## src/rtl/dm_arbiter_if.sv

```systemverilog
// Data-memory arbitration bus: CPU requester, debug requester and the
// single-port synchronous memory, bundled so the arbiter takes one port.
// The slave modport is the arbiter's view; the master modport is the view
// of whatever sits around it (requesters plus the memory macro).
interface dm_arbiter_if #(
  parameter int AW = 10,
  parameter int DW = 32
);

  // CPU memory-stage requester
  logic          cpu_req;
  logic          cpu_we;
  logic [AW-1:0] cpu_addr;
  logic [DW-1:0] cpu_wdata;
  logic          cpu_gnt;
  logic          cpu_rvalid;
  logic          cpu_stall;
  logic [DW-1:0] cpu_rdata;

  // Debug / dump requester
  logic          dbg_req;
  logic          dbg_we;
  logic [AW-1:0] dbg_addr;
  logic [DW-1:0] dbg_wdata;
  logic          dbg_gnt;
  logic          dbg_rvalid;
  logic [DW-1:0] dbg_rdata;

  // Single-port synchronous memory; read data arrives the cycle after the
  // enable
  logic          mem_en;
  logic          mem_we;
  logic [AW-1:0] mem_addr;
  logic [DW-1:0] mem_wdata;
  logic [DW-1:0] mem_rdata;

  modport slave (
    input  cpu_req, cpu_we, cpu_addr, cpu_wdata,
    output cpu_gnt, cpu_rvalid, cpu_stall, cpu_rdata,
    input  dbg_req, dbg_we, dbg_addr, dbg_wdata,
    output dbg_gnt, dbg_rvalid, dbg_rdata,
    output mem_en, mem_we, mem_addr, mem_wdata,
    input  mem_rdata
  );

  modport master (
    output cpu_req, cpu_we, cpu_addr, cpu_wdata,
    input  cpu_gnt, cpu_rvalid, cpu_stall, cpu_rdata,
    output dbg_req, dbg_we, dbg_addr, dbg_wdata,
    input  dbg_gnt, dbg_rvalid, dbg_rdata,
    input  mem_en, mem_we, mem_addr, mem_wdata,
    output mem_rdata
  );

endinterface

```

## src/rtl/dm_arbiter.sv

```systemverilog
// Two-requester arbiter in front of a single-port data memory.
// The CPU normally owns priority; a debug requester that has waited STARVE
// cycles is promoted and may then take up to DBG_MAX grants while the CPU
// is waiting. Grants are combinational so a lone requester is served with
// no added latency; read returns are steered back to the requester that
// issued them one cycle later.
module dm_arbiter #(
  parameter int AW      = 10,
  parameter int DW      = 32,
  parameter int STARVE  = 8,
  parameter int DBG_MAX = 4
) (
  input logic        clk,
  input logic        rst,
  dm_arbiter_if.slave bus
);

  localparam int WCW = (STARVE  > 1) ? $clog2(STARVE + 1)  : 1;
  localparam int BCW = (DBG_MAX > 1) ? $clog2(DBG_MAX + 1) : 1;

  localparam logic [WCW-1:0] WAIT_LAST = WCW'(STARVE - 1);
  localparam logic [BCW-1:0] BURST_MAX = BCW'(DBG_MAX);

  typedef enum logic {
    CPU_PRI = 1'b0,
    DBG_PRI = 1'b1
  } pri_e;

  pri_e           state_q, state_d;
  logic [WCW-1:0] wait_cnt_q, wait_cnt_d;
  logic [BCW-1:0] burst_cnt_q, burst_cnt_d;
  logic           rd_cpu_q, rd_cpu_d;
  logic           rd_dbg_q, rd_dbg_d;

  logic           cpu_gnt;
  logic           dbg_gnt;
  logic           dbg_waiting;
  logic           mem_we_d;
  logic [AW-1:0]  mem_addr_d;
  logic [DW-1:0]  mem_wdata_d;

  // Pick at most one winner: a lone requester always wins, a contest goes to
  // whoever currently owns priority, and nothing is granted while in reset.
  always_comb begin
    cpu_gnt = 1'b0;
    dbg_gnt = 1'b0;
    if (rst) begin
      if (bus.cpu_req && bus.dbg_req) begin
        if (state_q == DBG_PRI) begin
          dbg_gnt = 1'b1;
        end else begin
          cpu_gnt = 1'b1;
        end
      end else begin
        cpu_gnt = bus.cpu_req;
        dbg_gnt = bus.dbg_req;
      end
    end
  end

  // Steer the winner's command onto the memory port; idle port is all zero.
  always_comb begin
    mem_we_d    = 1'b0;
    mem_addr_d  = '0;
    mem_wdata_d = '0;
    if (cpu_gnt) begin
      mem_we_d    = bus.cpu_we;
      mem_addr_d  = bus.cpu_addr;
      mem_wdata_d = bus.cpu_wdata;
    end else if (dbg_gnt) begin
      mem_we_d    = bus.dbg_we;
      mem_addr_d  = bus.dbg_addr;
      mem_wdata_d = bus.dbg_wdata;
    end
  end

  // Next-state for priority owner, starvation/burst counters and read owner.
  // The burst limit is judged on the post-grant count so the CPU regains
  // priority right after the DBG_MAX-th debug grant rather than one later.
  always_comb begin
    state_d     = state_q;
    wait_cnt_d  = '0;
    burst_cnt_d = burst_cnt_q;
    dbg_waiting = bus.dbg_req & ~dbg_gnt;

    if (dbg_waiting) begin
      wait_cnt_d = (wait_cnt_q == WAIT_LAST) ? wait_cnt_q : wait_cnt_q + 1'b1;
    end

    case (state_q)
      CPU_PRI: begin
        burst_cnt_d = '0;
        if (dbg_waiting && (wait_cnt_q == WAIT_LAST)) begin
          state_d    = DBG_PRI;
          wait_cnt_d = '0;
        end
      end
      DBG_PRI: begin
        if (dbg_gnt && (burst_cnt_q != BURST_MAX)) begin
          burst_cnt_d = burst_cnt_q + 1'b1;
        end
        if (!bus.dbg_req || (bus.cpu_req && (burst_cnt_d == BURST_MAX))) begin
          state_d     = CPU_PRI;
          burst_cnt_d = '0;
        end
      end
      default: begin
        state_d     = CPU_PRI;
        burst_cnt_d = '0;
      end
    endcase

    rd_cpu_d = cpu_gnt & ~bus.cpu_we;
    rd_dbg_d = dbg_gnt & ~bus.dbg_we;
  end

  // Register priority state, counters and read owner; active-low sync reset
  // drops any read that was in flight when reset arrived.
  always_ff @(posedge clk) begin
    if (!rst) begin
      state_q     <= CPU_PRI;
      wait_cnt_q  <= '0;
      burst_cnt_q <= '0;
      rd_cpu_q    <= 1'b0;
      rd_dbg_q    <= 1'b0;
    end else begin
      state_q     <= state_d;
      wait_cnt_q  <= wait_cnt_d;
      burst_cnt_q <= burst_cnt_d;
      rd_cpu_q    <= rd_cpu_d;
      rd_dbg_q    <= rd_dbg_d;
    end
  end

  assign bus.cpu_gnt   = cpu_gnt;
  assign bus.dbg_gnt   = dbg_gnt;
  assign bus.cpu_stall = bus.cpu_req & ~cpu_gnt;

  assign bus.mem_en    = cpu_gnt | dbg_gnt;
  assign bus.mem_we    = mem_we_d;
  assign bus.mem_addr  = mem_addr_d;
  assign bus.mem_wdata = mem_wdata_d;

  // Read data is shared; only the per-port valid says whose it is. Valids are
  // gated by reset so the first reset cycle cannot leak a stale return.
  assign bus.cpu_rdata  = bus.mem_rdata;
  assign bus.dbg_rdata  = bus.mem_rdata;
  assign bus.cpu_rvalid = rd_cpu_q & rst;
  assign bus.dbg_rvalid = rd_dbg_q & rst;

endmodule
```

## src/flat_wrapper.sv

```systemverilog
// flat-port wrapper written by rule: the top's interface ports become plain ports
module dm_arbiter_flat 
#(
  parameter int AW      = 10,
  parameter int DW      = 32,
  parameter int STARVE  = 8,
  parameter int DBG_MAX = 4
)
  (clk, rst, bus_cpu_req, bus_cpu_we, bus_cpu_addr, bus_cpu_wdata, bus_cpu_gnt, bus_cpu_rvalid, bus_cpu_stall, bus_cpu_rdata, bus_dbg_req, bus_dbg_we, bus_dbg_addr, bus_dbg_wdata, bus_dbg_gnt, bus_dbg_rvalid, bus_dbg_rdata, bus_mem_en, bus_mem_we, bus_mem_addr, bus_mem_wdata, bus_mem_rdata);
  dm_arbiter_if #(.AW(AW), .DW(DW)) bus_i ();
  input logic clk;
  input logic rst;
  input wire logic [$bits(bus_i.cpu_req)-1:0] bus_cpu_req;
  input wire logic [$bits(bus_i.cpu_we)-1:0] bus_cpu_we;
  input wire logic [$bits(bus_i.cpu_addr)-1:0] bus_cpu_addr;
  input wire logic [$bits(bus_i.cpu_wdata)-1:0] bus_cpu_wdata;
  output wire logic [$bits(bus_i.cpu_gnt)-1:0] bus_cpu_gnt;
  output wire logic [$bits(bus_i.cpu_rvalid)-1:0] bus_cpu_rvalid;
  output wire logic [$bits(bus_i.cpu_stall)-1:0] bus_cpu_stall;
  output wire logic [$bits(bus_i.cpu_rdata)-1:0] bus_cpu_rdata;
  input wire logic [$bits(bus_i.dbg_req)-1:0] bus_dbg_req;
  input wire logic [$bits(bus_i.dbg_we)-1:0] bus_dbg_we;
  input wire logic [$bits(bus_i.dbg_addr)-1:0] bus_dbg_addr;
  input wire logic [$bits(bus_i.dbg_wdata)-1:0] bus_dbg_wdata;
  output wire logic [$bits(bus_i.dbg_gnt)-1:0] bus_dbg_gnt;
  output wire logic [$bits(bus_i.dbg_rvalid)-1:0] bus_dbg_rvalid;
  output wire logic [$bits(bus_i.dbg_rdata)-1:0] bus_dbg_rdata;
  output wire logic [$bits(bus_i.mem_en)-1:0] bus_mem_en;
  output wire logic [$bits(bus_i.mem_we)-1:0] bus_mem_we;
  output wire logic [$bits(bus_i.mem_addr)-1:0] bus_mem_addr;
  output wire logic [$bits(bus_i.mem_wdata)-1:0] bus_mem_wdata;
  input wire logic [$bits(bus_i.mem_rdata)-1:0] bus_mem_rdata;
  assign bus_i.cpu_req = bus_cpu_req;
  assign bus_i.cpu_we = bus_cpu_we;
  assign bus_i.cpu_addr = bus_cpu_addr;
  assign bus_i.cpu_wdata = bus_cpu_wdata;
  assign bus_cpu_gnt = bus_i.cpu_gnt;
  assign bus_cpu_rvalid = bus_i.cpu_rvalid;
  assign bus_cpu_stall = bus_i.cpu_stall;
  assign bus_cpu_rdata = bus_i.cpu_rdata;
  assign bus_i.dbg_req = bus_dbg_req;
  assign bus_i.dbg_we = bus_dbg_we;
  assign bus_i.dbg_addr = bus_dbg_addr;
  assign bus_i.dbg_wdata = bus_dbg_wdata;
  assign bus_dbg_gnt = bus_i.dbg_gnt;
  assign bus_dbg_rvalid = bus_i.dbg_rvalid;
  assign bus_dbg_rdata = bus_i.dbg_rdata;
  assign bus_mem_en = bus_i.mem_en;
  assign bus_mem_we = bus_i.mem_we;
  assign bus_mem_addr = bus_i.mem_addr;
  assign bus_mem_wdata = bus_i.mem_wdata;
  assign bus_i.mem_rdata = bus_mem_rdata;
  dm_arbiter #(.AW(AW), .DW(DW), .STARVE(STARVE), .DBG_MAX(DBG_MAX)) u_core (.clk(clk), .rst(rst), .bus(bus_i));
endmodule
```

## config.mk

```make
export PLATFORM = sky130hd
export DESIGN_NAME = dm_arbiter_flat
export DESIGN_NICKNAME = d
export VERILOG_FILES = /design/src/rtl/dm_arbiter_if.sv /design/src/rtl/dm_arbiter.sv /design/src/flat_wrapper.sv
export SDC_FILE = /design/constraint.sdc
export NUM_CORES = 1
export LEC_CHECK = 0
export CAP_MARGIN = 25
export CORE_AREA = 4 4 90 92
export CTS_CLUSTER_SIZE = 25
export DETAILED_ROUTE_END_ITERATION = 10
export DIE_AREA = 0 0 94 96
export GPL_TIMING_DRIVEN = 0
export PLACE_DENSITY_LB_ADDON = 0.08
export SYNTH_ARGS = -nofsm -noshare
export SYNTH_HDL_FRONTEND = slang
export SYNTH_SLANG_ARGS = --single-unit
```

## constraint.sdc

```tcl
create_clock -name clk -period 2 [get_ports clk]
set_input_delay 0.3 -clock clk [delete_from_list [all_inputs] [get_ports clk]]
set_output_delay 0.3 -clock clk [all_outputs]
set_load 0.02 [all_outputs]
```

# Word level (Yosys, flattened, before mapping)

Cells that the tools add are included.

$add $sub $neg: 2
Equal/unequal tests: 3
Mux-type cells: 23
Bitwise gates (word level): 12
Reductions and logical operators: 6

Operators by type and width:

| kind                                           | count |
|---|---|
| 2-to-1 mux 32 bit                              | 2 |
| 2-to-1 mux 10 bit                              | 2 |
| 2-to-1 mux 4 bit                               | 4 |
| 2-to-1 mux 1 bit                               | 10 |
| 2-to-1 mux 3 bit                               | 3 |
| bitwise AND 1 bit                              | 6 |
| case mux 3 bit (2 select lines)                | 1 |
| NOT 1 bit                                      | 5 |
| adder 4 x 1 -> 4 bit (second input constant)   | 1 |
| == test 4 x 3 -> 1 bit (second input constant) | 1 |
| logical AND 1 bit                              | 4 |
| adder 3 x 1 -> 3 bit (second input constant)   | 1 |
| == test 3 bit (second input constant)          | 1 |
| != test 3 bit (second input constant)          | 1 |
| case mux 1 bit (2 select lines)                | 1 |
| logical NOT 1 bit                              | 1 |
| logical OR 1 bit                               | 1 |
| OR 1 bit                                       | 1 |

Register bits: 10
Input port bits: 122
Output and inout port bits: 113
Logic and storage cells: 51

# Logic depth before layout (Yosys ltp)

Gate-level depths: netlist of the first run.

Depth in word-level cells: 11
Mapped depth: 5
Depth with buffers taken out: 5

# Least setup slack after synthesis of the first run

Ideal clock, no wire load.

Path type: reg2out
Start: register u_core.state_q
End: output bus_mem_wdata[22]
Arrival time: 1,255 ps
Required time: 1,700 ps
Slack: 445 ps
Stages on the path, launching flop included: 6
Path buffers: 2
Path through: dfxtp_1 nor2b_4 buf_6 nor2_4 buf_2 a22o_1

Word-level cells in the longest chain between the ends: 5
Elaborated cells between the ends (all ways): 8
Classes of those cells: 8 x mux

Ends and longest elaborated chain:

| element                | RTL line           | source |
|---|---|---|
| start, declared        | dm_arbiter.sv:29   | `pri_e state_q, state_d;` |
| start signal, assigned | dm_arbiter.sv:127  | `state_q <= state_d;` |
| 2-to-1 mux 1 bit       | dm_arbiter.sv:49   | `if (state_q == DBG_PRI) begin` |
| 2-to-1 mux 1 bit       | dm_arbiter.sv:48   | `if (bus.cpu_req && bus.dbg_req) begin` |
| 2-to-1 mux 1 bit       | dm_arbiter.sv:47   | `if (rst) begin` |
| named net bus_dbg_gnt  | flat_wrapper.sv:25 | `output wire logic [$bits(bus_i.dbg_gnt)-1:0] bus_dbg_gnt;` |
| 2-to-1 mux 32 bit      | dm_arbiter.sv:70   | `end else if (dbg_gnt) begin` |
| 2-to-1 mux 32 bit      | dm_arbiter.sv:66   | `if (cpu_gnt) begin` |
| end, declared          | flat_wrapper.sv:31 | `output wire logic [$bits(bus_i.mem_wdata)-1:0] bus_mem_wdata;` |

The timed path passes the listed nets, and every way through them passes these cells.

# Worst setup path after layout of the first run

Start: register u_core.state_q
End: output bus_mem_wdata[21]

Word-level cells in the longest chain between the ends: 5
Elaborated cells between the ends (all ways): 8
Classes of those cells: 8 x mux

Ends and longest elaborated chain:

| element             | RTL line |
|---|---|
| 2-to-1 mux 1 bit    | dm_arbiter.sv:49 |
| 2-to-1 mux 1 bit    | dm_arbiter.sv:48 |
| 2-to-1 mux 1 bit    | dm_arbiter.sv:47 |
| 2-to-1 mux 32 bit   | dm_arbiter.sv:70 |
| 2-to-1 mux 32 bit * | dm_arbiter.sv:66 |

Mark *: on every way between the ends. The rest lies on a longest branch, timed or not.

==> results of run 1 <==
==> worst max-delay path, cell delays in order (launching register included) <==
cell and delay (ns):
dfxtp_4 0.39, nor2b_4 0.05, buf_6 0.13, nor2_4 0.13
buf_4 0.19, a22o_1 0.15, dlygate4sd2_1 0.35
==> registers in the layout, summed over array words and instances, names as in the netlist <==
signal              flops
u_core.state_q          1
u_core.rd_dbg_q         1
u_core.burst_cnt_q      3
u_core.wait_cnt_q       4
u_core.rd_cpu_q         1
==> layout make-up <==
cell class | count | area [um^2] | area share
Timing Repair Buffer | 209 | 1940 | 0.539
Tap cell | 99 | 124 | 0.0344
Clock buffer | 4 | 55.1 | 0.0153
Inverter | 2 | 7.51 | 0.00209
Sequential cell | 10 | 204 | 0.0567
Multi-Input combinational cell | 91 | 716 | 0.199
Buffer | 73 | 552 | 0.153
==> synth_stat cells <==
cell type,instances
buf_2,4
a21oi_1,1
buf_4,68
ha_1,3
a211oi_1,2
dfxtp_1,10
o32ai_1,1
nand2b_1,2
nand2_1,5
inv_1,2
nand3b_1,2
nor3_1,2
o21a_1,1
nor2b_4,1
o21ai_0,1
nor3b_1,1
a22o_1,43
buf_6,1
nor4_1,2
nand4_1,2
and2_1,4
xnor2_1,1
mux2i_1,1
nor2_4,1
nand3_1,2
o311a_1,1
o31ai_1,2
a31o_2,1
nor2_1,5
a21oi_2,1
or3b_2,1
nor2b_1,2
==> metrics by stage <==
stage                     cells  hold slack, ns  worst slack (ns)  utilization  power [mW]
final                       488           0.424            0.0744        0.499        1.22
after floorplan             176           0.372             0.445            -       0.564
after global placement      477           0.448            -0.776        0.499        1.01
after detailed placement    477           0.453            -0.801        0.499        1.01
after global routing        488           0.453           0.00184        0.499        1.28
after CTS                   487           0.469           0.00167        0.514        1.25
==> power by group through the flow <==
stage          sequential (mW)  combinational (mW)  clock (mW)
5_1_grt                  0.202               0.808       0.271
6_report                 0.202               0.766       0.251
2_1_floorplan            0.207               0.357           0
4_1_cts                  0.203               0.788       0.257
3_5_place_dp             0.207               0.806           0
3_3_place_gp             0.207               0.803           0
==> cells in the final DEF, fill, tap and decap left out <==
cell type | synthesis | final
o32ai_1 | 1 | 1
a211oi_1 | 2 | 2
nor4_1 | 2 | 2
clkbuf_8 | 0 | 4
nand3b_1 | 2 | 2
nor2_4 | 1 | 1
a22o_1 | 43 | 43
clkdlybuf4s15_1 | 0 | 2
a21oi_4 | 0 | 1
nand2b_1 | 2 | 2
o31ai_1 | 2 | 2
dfxtp_1 | 10 | 9
xnor2_1 | 1 | 1
dlygate4sd2_1 | 0 | 24
clkdlybuf4s15_2 | 0 | 2
ha_1 | 3 | 3
a21oi_1 | 1 | 1
buf_6 | 1 | 1
mux2i_1 | 1 | 1
nand2_1 | 5 | 4
nor2b_1 | 2 | 2
nor2b_4 | 1 | 1
dfxtp_4 | 0 | 1
nand3_1 | 2 | 2
nor3b_1 | 1 | 1
nor2_1 | 5 | 5
and2_1 | 4 | 4
inv_1 | 2 | 2
buf_4 | 68 | 79
nor3_1 | 2 | 2
buf_2 | 4 | 20
o21a_1 | 1 | 1
or3b_2 | 1 | 1
clkdlybuf4s50_1 | 0 | 153
nand2_2 | 0 | 1
o21ai_0 | 1 | 1
a31o_2 | 1 | 1
clkbuf_2 | 0 | 1
nand4_1 | 2 | 2
o311a_1 | 1 | 1
==> timing repair <==
| action | in CTS | in global routing |
|---|---|---|
| setup buffers | 6 | 1 |
| pin swaps | 1 | 0 |
| endpoints found under the setup margin | 47 | 39 |
| resized for setup | 103 | 23 |
==> logic make-up after synthesis <==
kind of cell,after synthesis,synth area share
simple gates,32,0.130
mux,1,0.00688
fa+ha+maj,3,0.0258
compound gates,54,0.316
xor+xnor,1,0.00602
flops,10,0.138
buf+inv,75,0.377
==> metal layers <==
layer / part of all wire / wire length (um) / vias to the layer above
li1: - / - / 1009
met1: 0.35 / 2830 / 913
met2: 0.54 / 4400 / 120
met3: 0.11 / 927 / 2
met4: 0.00073 / 6 / 0
met5: 0 / 0 / -
==> how the worst max path moves through the flow <==
stage | slack [ns] | start | endpoint
floorplan | 0.45 | u_core.state_q$_SDFF_PN0_ | bus_mem_wdata[22]
global placement | -0.78 | bus_cpu_req | bus_mem_wdata[3]
detailed placement | -0.80 | bus_cpu_req | bus_mem_wdata[23]
CTS | 0.002 | u_core.state_q$_SDFF_PN0_ | bus_mem_wdata[11]
global route | 0.002 | u_core.state_q$_SDFF_PN0_ | bus_mem_addr[8]
finish | 0.07 | u_core.state_q$_SDFF_PN0_ | bus_mem_wdata[21]
==> Flow_metrics.wiki, run 1 <==
{| class="wikitable"
! Metric !! Value
|-
| Root Buffer || clkbuf_8
|-
| Max frequency || 0.519 GHz
|-
| Post-synthesis cell type count || 32
|-
| Sequential fraction of the synthesis area || 0.138
|-
| Number of hold buffers added after CTS || 0
|-
| Hold endpoint || u_core.burst_cnt_q[2]$_SDFF_PP0_
|-
| CTS tree || built
|-
| Clock H-tree levels || 1
|-
| Worst-margin pin slew || 0.263 ns
|-
| Horizontal die dimension || 94 um
|-
| Ratio of cells with drive above 1 in the final layout || 0.293
|-
| Num rows || 31
|-
| Final hold violation count || 0
|-
| Vias || 2044
|-
| Net count after synthesis || 301
|-
| Routability congestion estimate from global placement || 0.768
|-
| Residual DRC || 0
|-
| Remaining antenna violation count after routing || 0
|-
| Antenna violations before repair || 0
|-
| Placeable core area || 7210 um^2
|-
| Cell leakage power || 1.66 nW
|-
| Flop and latch count out of synthesis || 10
|-
| Met1 layer usage reported by global route || 0.170
|-
| Num CTS Buffers || 3
|-
| Die Y-Extent || 96 um
|-
| Kind of launch point of the worst setup path || flip-flop
|-
| Worst-case register-to-register setup slack || 0.31 ns
|-
| Max-capacitance violation count || 0
|-
| Number of setup violations in the final report || 0
|-
| # nets final || 515
|-
| Maximum resistive drop on vdd || 0.000244 V
|-
| Final worst clock skew || 0.00458 ns
|-
| Mean number of vias per cell || 4.19
|-
| Met3 track utilization from global routing || 0.0633
|-
| Worst-path maximum fanout || 10
|-
| Final wirelength || 8.16 mm
|-
| Sum Neg Setup Slack || 0 ns
|-
| Type of the most critical hold path || input port to flip-flop
|-
| Outcome || complete, no violations
|-
| N_diodes || 0
|-
| Buffer levels on the longest clock path || 2
|-
| Fin. max-slew vios || 0
|-
| Grt met2 use || 0.304
|-
| Number of sinks on the clock net || 10
|-
| Final cell area excluding filler cells || 3600 um^2
|-
| Drt initial violations || 36
|-
| Wirelength per Cell || 16.7 um
|-
| Relative contribution of combinational cells to total power || 0.629
|-
| Placement Cell Area || 3600 um^2
|-
| Area fraction of the dominant cell type after synthesis || 0.351
|-
| Synth area leaders || buf_4, a22o_1, dfxtp_1
|-
| Time the final worst path needs with I/O delays and setup || 1.93 ns
|-
| Synth Cell Area || 1460 um^2
|-
| Count of buffers inserted at the top-level ports || 202
|-
| Maximum number of pins on one net before global-route repair || 11
|-
| Setup repair after global routing missed its margin || false
|-
| Portion of total power attributed to the clock network || 0.206
|-
| Ports placed on the boundary || 235
|-
| Clock insertion delay at the later pin of the skew report || 0.23 ns
|-
| Hold Path Stages || 3
|-
| Crit end category || output pin
|-
| Router iterations before antenna repair || 4
|-
| Total routing usage reported by global routing || 0.158
|-
| Hold Startpoint || rst
|-
| Syn Inst Count || 176
|-
| Synthesized area per cell || 8.27 um^2
|-
| Relative slew slack || 0.824
|-
| Final worst path period share || 0.963
|-
| Clock input transition at the sequential cells of the worst setup and hold paths || 0.05 ns
|-
| Vias in the first global route || 1955
|-
| Library cell occupying the most area in the post-synthesis netlist || buf_4
|-
| Switching part of the total power || 0.324
|-
| Aggregate global routing overflow || 0
|-
| Cell internal power dissipation || 0.824 mW
|-
| Class of the most critical setup path || flip-flop to output pin
|-
| Die Footprint || 9020 um^2
|-
| Layout overhead on the synthesized area || 147%
|-
| Crit Reg-Reg Startpoint || u_core.burst_cnt_q[0]$_SDFF_PP0_
|-
| Arrival time of data at the critical path endpoint || 1.63 ns
|-
| Fill count || 739
|-
| Busiest metal layer after global routing || met2
|-
| Initial core utilization || 0.202
|-
| Power density relative to cell area || 338 nW/um^2
|-
| HPWL Detailed || 7.21 mm
|-
| CP required || 1.70 ns
|-
| Net Sw Power || 0.395 mW
|-
| Register-to-Register Path Depth || 5
|-
| Terminus of the critical flop-to-flop path || u_core.state_q$_SDFF_PN0_
|-
| First-pass GRT wire length || 11.1 mm
|-
| Sequential cell fraction of total power || 0.166
|-
| Total number of yosys warnings || 0
|}
(Power assumes the default switching activity.)
==> inputs of run 2 (changes only) <==
- CTS_BUF_LIST: not set -> sky130_fd_sc_hd__clkbuf_4
- PLACE_DENSITY: not set -> 0.71
- PLACE_DENSITY_LB_ADDON: 0.08 -> not set
- TNS_END_PERCENT: not set -> 100
==> run 2 against run 1 <==
Compared with the run above:
- utilization down 0.92 points
- wire length fell by 5.0%
- first-iteration DRC count fell by 11%
- cell area fell by 1.8%
- maximum frequency grew 0.55%
- setup slack better by 0.011 ns
- non-clock buffer count is 3 lower
- sequential power about the same
- clock power down 47%
==> Flow_metrics.wiki, run 2 (synthesis gave the netlist of run 1 again) <==
{| class="wikitable"
! Metric !! Value
|-
| Largest registers || u_core.wait_cnt_q (4), u_core.burst_cnt_q (3) (unchanged)
|-
| Initial core utilization || 0.202 (unchanged)
|-
| Placeable core area || 7210 um^2 (unchanged)
|-
| End-of-flow core utilization || 0.490 (was 0.499)
|-
| Maximum resistive drop on vdd || 0.000226 V (was 0.000244 V)
|-
| Cell leakage power || 1.59 nW (was 1.66 nW)
|-
| Router iterations before antenna repair || 4 (unchanged)
|-
| HPWL Detailed || 6.77 mm (was 7.21 mm)
|-
| Time the final worst path needs with I/O delays and setup || 1.91 ns (was 1.93 ns)
|-
| Setup repair after global routing missed its margin || false (unchanged)
|-
| Clock input transition at the sequential cells of the worst setup and hold paths || 0.06 ns (was 0.05 ns)
|-
| Class of the most critical setup path || input port to output pin (was flip-flop to output pin)
|-
| Total routing usage reported by global routing || 0.146 (was 0.158)
|-
| Residual DRC || 0 (unchanged)
|-
| CP required || 1.70 ns (about the same)
|-
| Vias in the first global route || 2126 (was 1955)
|-
| CTS tree || built (unchanged)
|-
| Wirelength per Cell || 16.0 um (was 16.7 um)
|-
| Commonest non-fill, non-tap cell in the layout || clkdlybuf4s50_1 (unchanged)
|-
| Remaining antenna violation count after routing || 0 (unchanged)
|-
| Number of hold buffers added after CTS || 0 (unchanged)
|-
| Final worst path period share || 0.957 (was 0.963)
|-
| Register bank with the most flops || u_core.wait_cnt_q (unchanged)
|-
| # nets final || 512 (was 515)
|-
| Ratio of cells with drive above 1 in the final layout || 0.322 (was 0.293)
|-
| Mean number of vias per cell || 4.22 (was 4.19)
|-
| Number of setup violations in the final report || 0 (unchanged)
|-
| Worst-case hold slack || 0.468 ns (was 0.424 ns)
|-
| Count of buffers inserted at the top-level ports || 202 (unchanged)
|-
| Root Buffer || clkbuf_4 (was clkbuf_8)
|-
| Fill count || 704 (was 739)
|-
| Buffer levels on the longest clock path || 2 (unchanged)
|-
| Commonest non-fill, non-tap cells in the layout || clkdlybuf4s50_1, buf_4, a22o_1, buf_2, clkbuf_2 (was clkdlybuf4s50_1, buf_4, a22o_1, dlygate4sd2_1, buf_2)
|-
| Max FFs per register || 4 (unchanged)
|-
| Die Footprint || 9020 um^2 (unchanged)
|-
| Worst-margin pin slew || 0.272 ns (was 0.263 ns)
|-
| Ports placed on the boundary || 235 (unchanged)
|-
| Horizontal die dimension || 94 um (unchanged)
|-
| Crit end category || output pin (unchanged)
|-
| Antenna violations before repair || 0 (unchanged)
|-
| Num rows || 31 (unchanged)
|-
| Num CTS Buffers || 3 (unchanged)
|-
| Die Y-Extent || 96 um (unchanged)
|-
| Outcome || complete, no violations (unchanged)
|-
| Final worst clock skew || 0.00125 ns (was 0.00458 ns)
|-
| Type of the most critical hold path || flip-flop to flip-flop (was input port to flip-flop)
|-
| Drt initial violations || 32 (was 36)
|-
| Aggregate global routing overflow || 0 (unchanged)
|-
| Kind of launch point of the worst setup path || input port (was flip-flop)
|-
| Number of sinks on the clock net || 10 (unchanged)
|-
| Max frequency || 0.522 GHz (was 0.519 GHz)
|-
| Clock H-tree levels || 1 (unchanged)
|-
| Layout overhead on the synthesized area || 143% (was 147%)
|-
| Clock insertion delay at the later pin of the skew report || 0.26 ns (was 0.23 ns)
|-
| Final wirelength || 7.76 mm (was 8.16 mm)
|-
| Final hold violation count || 0 (unchanged)
|-
| N_diodes || 0 (unchanged)
|-
| First-pass GRT wire length || 10.6 mm (was 11.1 mm)
|-
| Fin. max-slew vios || 0 (unchanged)
|-
| Arrival time of data at the critical path endpoint || 1.61 ns (was 1.63 ns)
|-
| Max-capacitance violation count || 0 (unchanged)
|-
| Vias || 2042 (was 2044)
|-
| Power density relative to cell area || 312 nW/um^2 (was 338 nW/um^2)
|-
| Maximum number of pins on one net before global-route repair || 11 (unchanged)
|-
| Worst-path maximum fanout || 10 (unchanged)
|-
| Routability congestion estimate from global placement || 0.776 (was 0.768)
|-
| Relative slew slack || 0.818 (was 0.824)
|}
run 2: final cells by class:
class / instances / area [um^2] / area share
buffer: 73 / 559 / 0.158
clock buffer: 3 / 22.5 / 0.00637
inverter: 2 / 7.51 / 0.00212
multi-input combinational: 91 / 716 / 0.203
sequential: 10 / 204 / 0.0577
tap: 99 / 124 / 0.0351
timing repair buffer: 206 / 1900 / 0.538
run 2: what timing repair did:
action | in CTS | in global routing
cloned | 0 | 0
buffers inserted | 4 | 0
pin swaps | 1 | 0
gates resized for setup | 121 | 42
endpoints found under the setup margin | 46 | 29
run 2: stage by stage:
stage / worst slack [ns] / cells / TNS [ns] / power [mW] / instance area, um^2
5_1_grt: 0.00119 / 484 / 0 / 1.16 / 3530
4_1_cts: 0.000341 / 484 / 0 / 1.12 / 3610
3_5_place_dp: -0.920 / 477 / -39.06 / 1.01 / 3600
2_1_floorplan: 0.445 / 176 / 0 / 0.564 / 1460
3_3_place_gp: -0.951 / 477 / -39.85 / 1.01 / 3600
6_report: 0.0850 / 484 / 0 / 1.10 / 3530
run 2: metal layers:
| layer | vias up | wire length [um] | track usage |
|---|---|---|---|
| li1 | 1001 | - | - |
| met1 | 903 | 2890 | 0.172 |
| met2 | 130 | 3970 | 0.261 |
| met3 | 8 | 830 | 0.0453 |
| met4 | 0 | 74 | 0.0313 |
| met5 | - | 0 | 0 |
run 2: power by group:
| group | switching [mW] | internal (mW) |
|---|---|---|
| sequential | 0.00103 | 0.200 |
| clock | 0.0635 | 0.0693 |
| combinational | 0.317 | 0.451 |
| total | 0.381 | 0.720 |
run 2: critical path, stage by stage:
cell             delay, ns
clkdlybuf4s18_2       0.26
nor2b_4               0.15
buf_6                 0.12
nor2_4                0.14
buf_4                 0.19
a22o_1                0.15
clkdlybuf4s15_1       0.30
run 2: worst paths after layout:
path	startpoint	endpoint	slack [ns]	depth (start not counted)
min	u_core.wait_cnt_q[0]$_SDFF_PN0_	u_core.wait_cnt_q[0]$_SDFF_PN0_	0.47	1
min reg2reg	u_core.wait_cnt_q[0]$_SDFF_PN0_	u_core.wait_cnt_q[0]$_SDFF_PN0_	0.47	1
max	bus_cpu_req	bus_mem_addr[4]	0.09	7
max reg2reg	u_core.burst_cnt_q[0]$_SDFF_PP0_	u_core.state_q$_SDFF_PN0_	0.28	5
==> edit (settings of run 2) <==
`DBG_MAX` is set to 4 in 2 places; all go to 8.
--- a/src/rtl/dm_arbiter.sv
+++ b/src/rtl/dm_arbiter.sv
@@ -10,3 +10,3 @@
   parameter int STARVE  = 8,
-  parameter int DBG_MAX = 4
+  parameter int DBG_MAX = 8
 ) (
--- a/src/flat_wrapper.sv
+++ b/src/flat_wrapper.sv
@@ -6,3 +6,3 @@
   parameter int STARVE  = 8,
-  parameter int DBG_MAX = 4
+  parameter int DBG_MAX = 8
 )
Check against the original RTL: same outputs for any inputs over 10 cycles, from zero or initial values and one cycle with rst low; that may be too few to reach the edited logic, so the function may still have changed.
==> edit against run 2 <==
Global-route usage up 1.3 points; via count down 1.3%; sequential power up 10%; synthesized area up 2.2%; power up 6.1%; core utilization up 2.1 points; wire length up 6.4%; design area up 4.3%; worst setup slack worse by 0.030 ns; synthesized cell count up 0.57%; critical path type is now flip-flop to output pin; sequential cell count up 1.
==> edit: results <==
{
  "crit_path_max_incr_delay_ns": 0.37,
  "path_delay_family": "buffers and inverters",
  "hold_path_depth": 3,
  "grt_pass1_wl_um": 11300,
  "reg_top3": "u_core.burst_cnt_q x4, u_core.wait_cnt_q x4",
  "ys_types": 34,
  "nFlopsAndLatches": 11,
  "worstRegToRegCells": 7,
  "synth_common_cells": "buf_4, a22o_1, dfxtp_1, buf_2, nor2_1",
  "combPwrFrac": 0.674,
  "wl_met3_um": 904,
  "final-clk-cell-share": 0.00815,
  "hold_class": "primary input to flip-flop",
  "avgRoutedWirePerCell_um": 17.0,
  "crit_slowest_cell": "dfxtp_4",
  "dr.max_layer_used": "met4",
  "placedCellCount": 478,
  "p_leak_nw": 1.58,
  "ir_drop_v": 0.000182,
  "nClkBuffers": 4,
  "dp_hpwl_um": 7290,
  "arrival_ns": 1.65,
  "synthesis.nets": 302,
  "seq_share": 0.0611,
  "cp-startpoint": "u_core.state_q",
  "fillCellCount": 709,
  "clock_skew_ns": 0.00173,
  "via_per_inst": 4.16,
  "layout-drive-gt1-share": 0.347,
  "drt_iter0_drc": 27,
  "period_minus_slack_ns": 1.95,
  "use_met2": 0.297,
  "grt_pass1_vias": 2058,
  "critPathCapture": "bus_mem_addr[3]",
  "grt_use_met1": 0.182,
  "outcome": "completed",
  "ys_seq_area_frac": 0.148,
  "inv_count": 4,
  "multiInputCombCellCount": 89,
  "synth.area.top_cells": "buf_4, a22o_1, dfxtp_1",
  "synth.avg_cell_area_um2": 8.40,
  "grt_util_met3": 0.0524,
  "min_to": "u_core.rd_dbg_q",
  "ff2ff_setup_slack_ns": 0.20,
  "wl_met2_um": 4270,
  "buffer_area_frac": 0.695,
  "hp-start": "rst",
  "clockPowerShare": 0.136,
  "num_vias": 2016,
  "buffers": 278,
  "rr_startpoint": "u_core.burst_cnt_q[1]",
  "track_usage": 0.160,
  "power.internal_w": 0.000774,
  "slew_headroom": 0.800,
  "met1_length_um": 3020,
  "gp_congestion": 0.812,
  "multi_input_area_share": 0.198,
  "numCtsBuffers": 3,
  "post-place-ws_ns": -0.888
}
edit: what timing repair did:
| item | CTS | global route |
|---|---|---|
| cloned | 0 | 0 |
| resized for setup | 134 | 18 |
| buffers inserted | 3 | 1 |
| pin swaps | 0 | 2 |
| endpoints found under the setup margin | 46 | 44 |
edit: cell families (layout without fill, tap and decap cells):
group,after synthesis,in the layout,share of synthesized area
AOI/OAI and AO/OA,55,55,0.329
xor gates and xnor gates,5,5,0.0294
adders and majority gates,3,3,0.0252
buffers and inverters,77,286,0.368
DFF,11,11,0.148
muxes,1,1,0.00673
and+or+nand+nor,25,25,0.0942
edit: stage by stage:
stage | total power (W) | utilization | cell area, um^2 | hold WS [ns]
2_1_floorplan | 0.000582 | - | 1490 | 0.372
3_3_place_gp | 0.00103 | 0.504 | 3630 | 0.429
3_5_place_dp | 0.00104 | 0.504 | 3630 | 0.450
4_1_cts | 0.00120 | 0.520 | 3750 | 0.460
5_1_grt | 0.00123 | 0.511 | 3690 | 0.431
6_report | 0.00117 | 0.511 | 3690 | 0.411
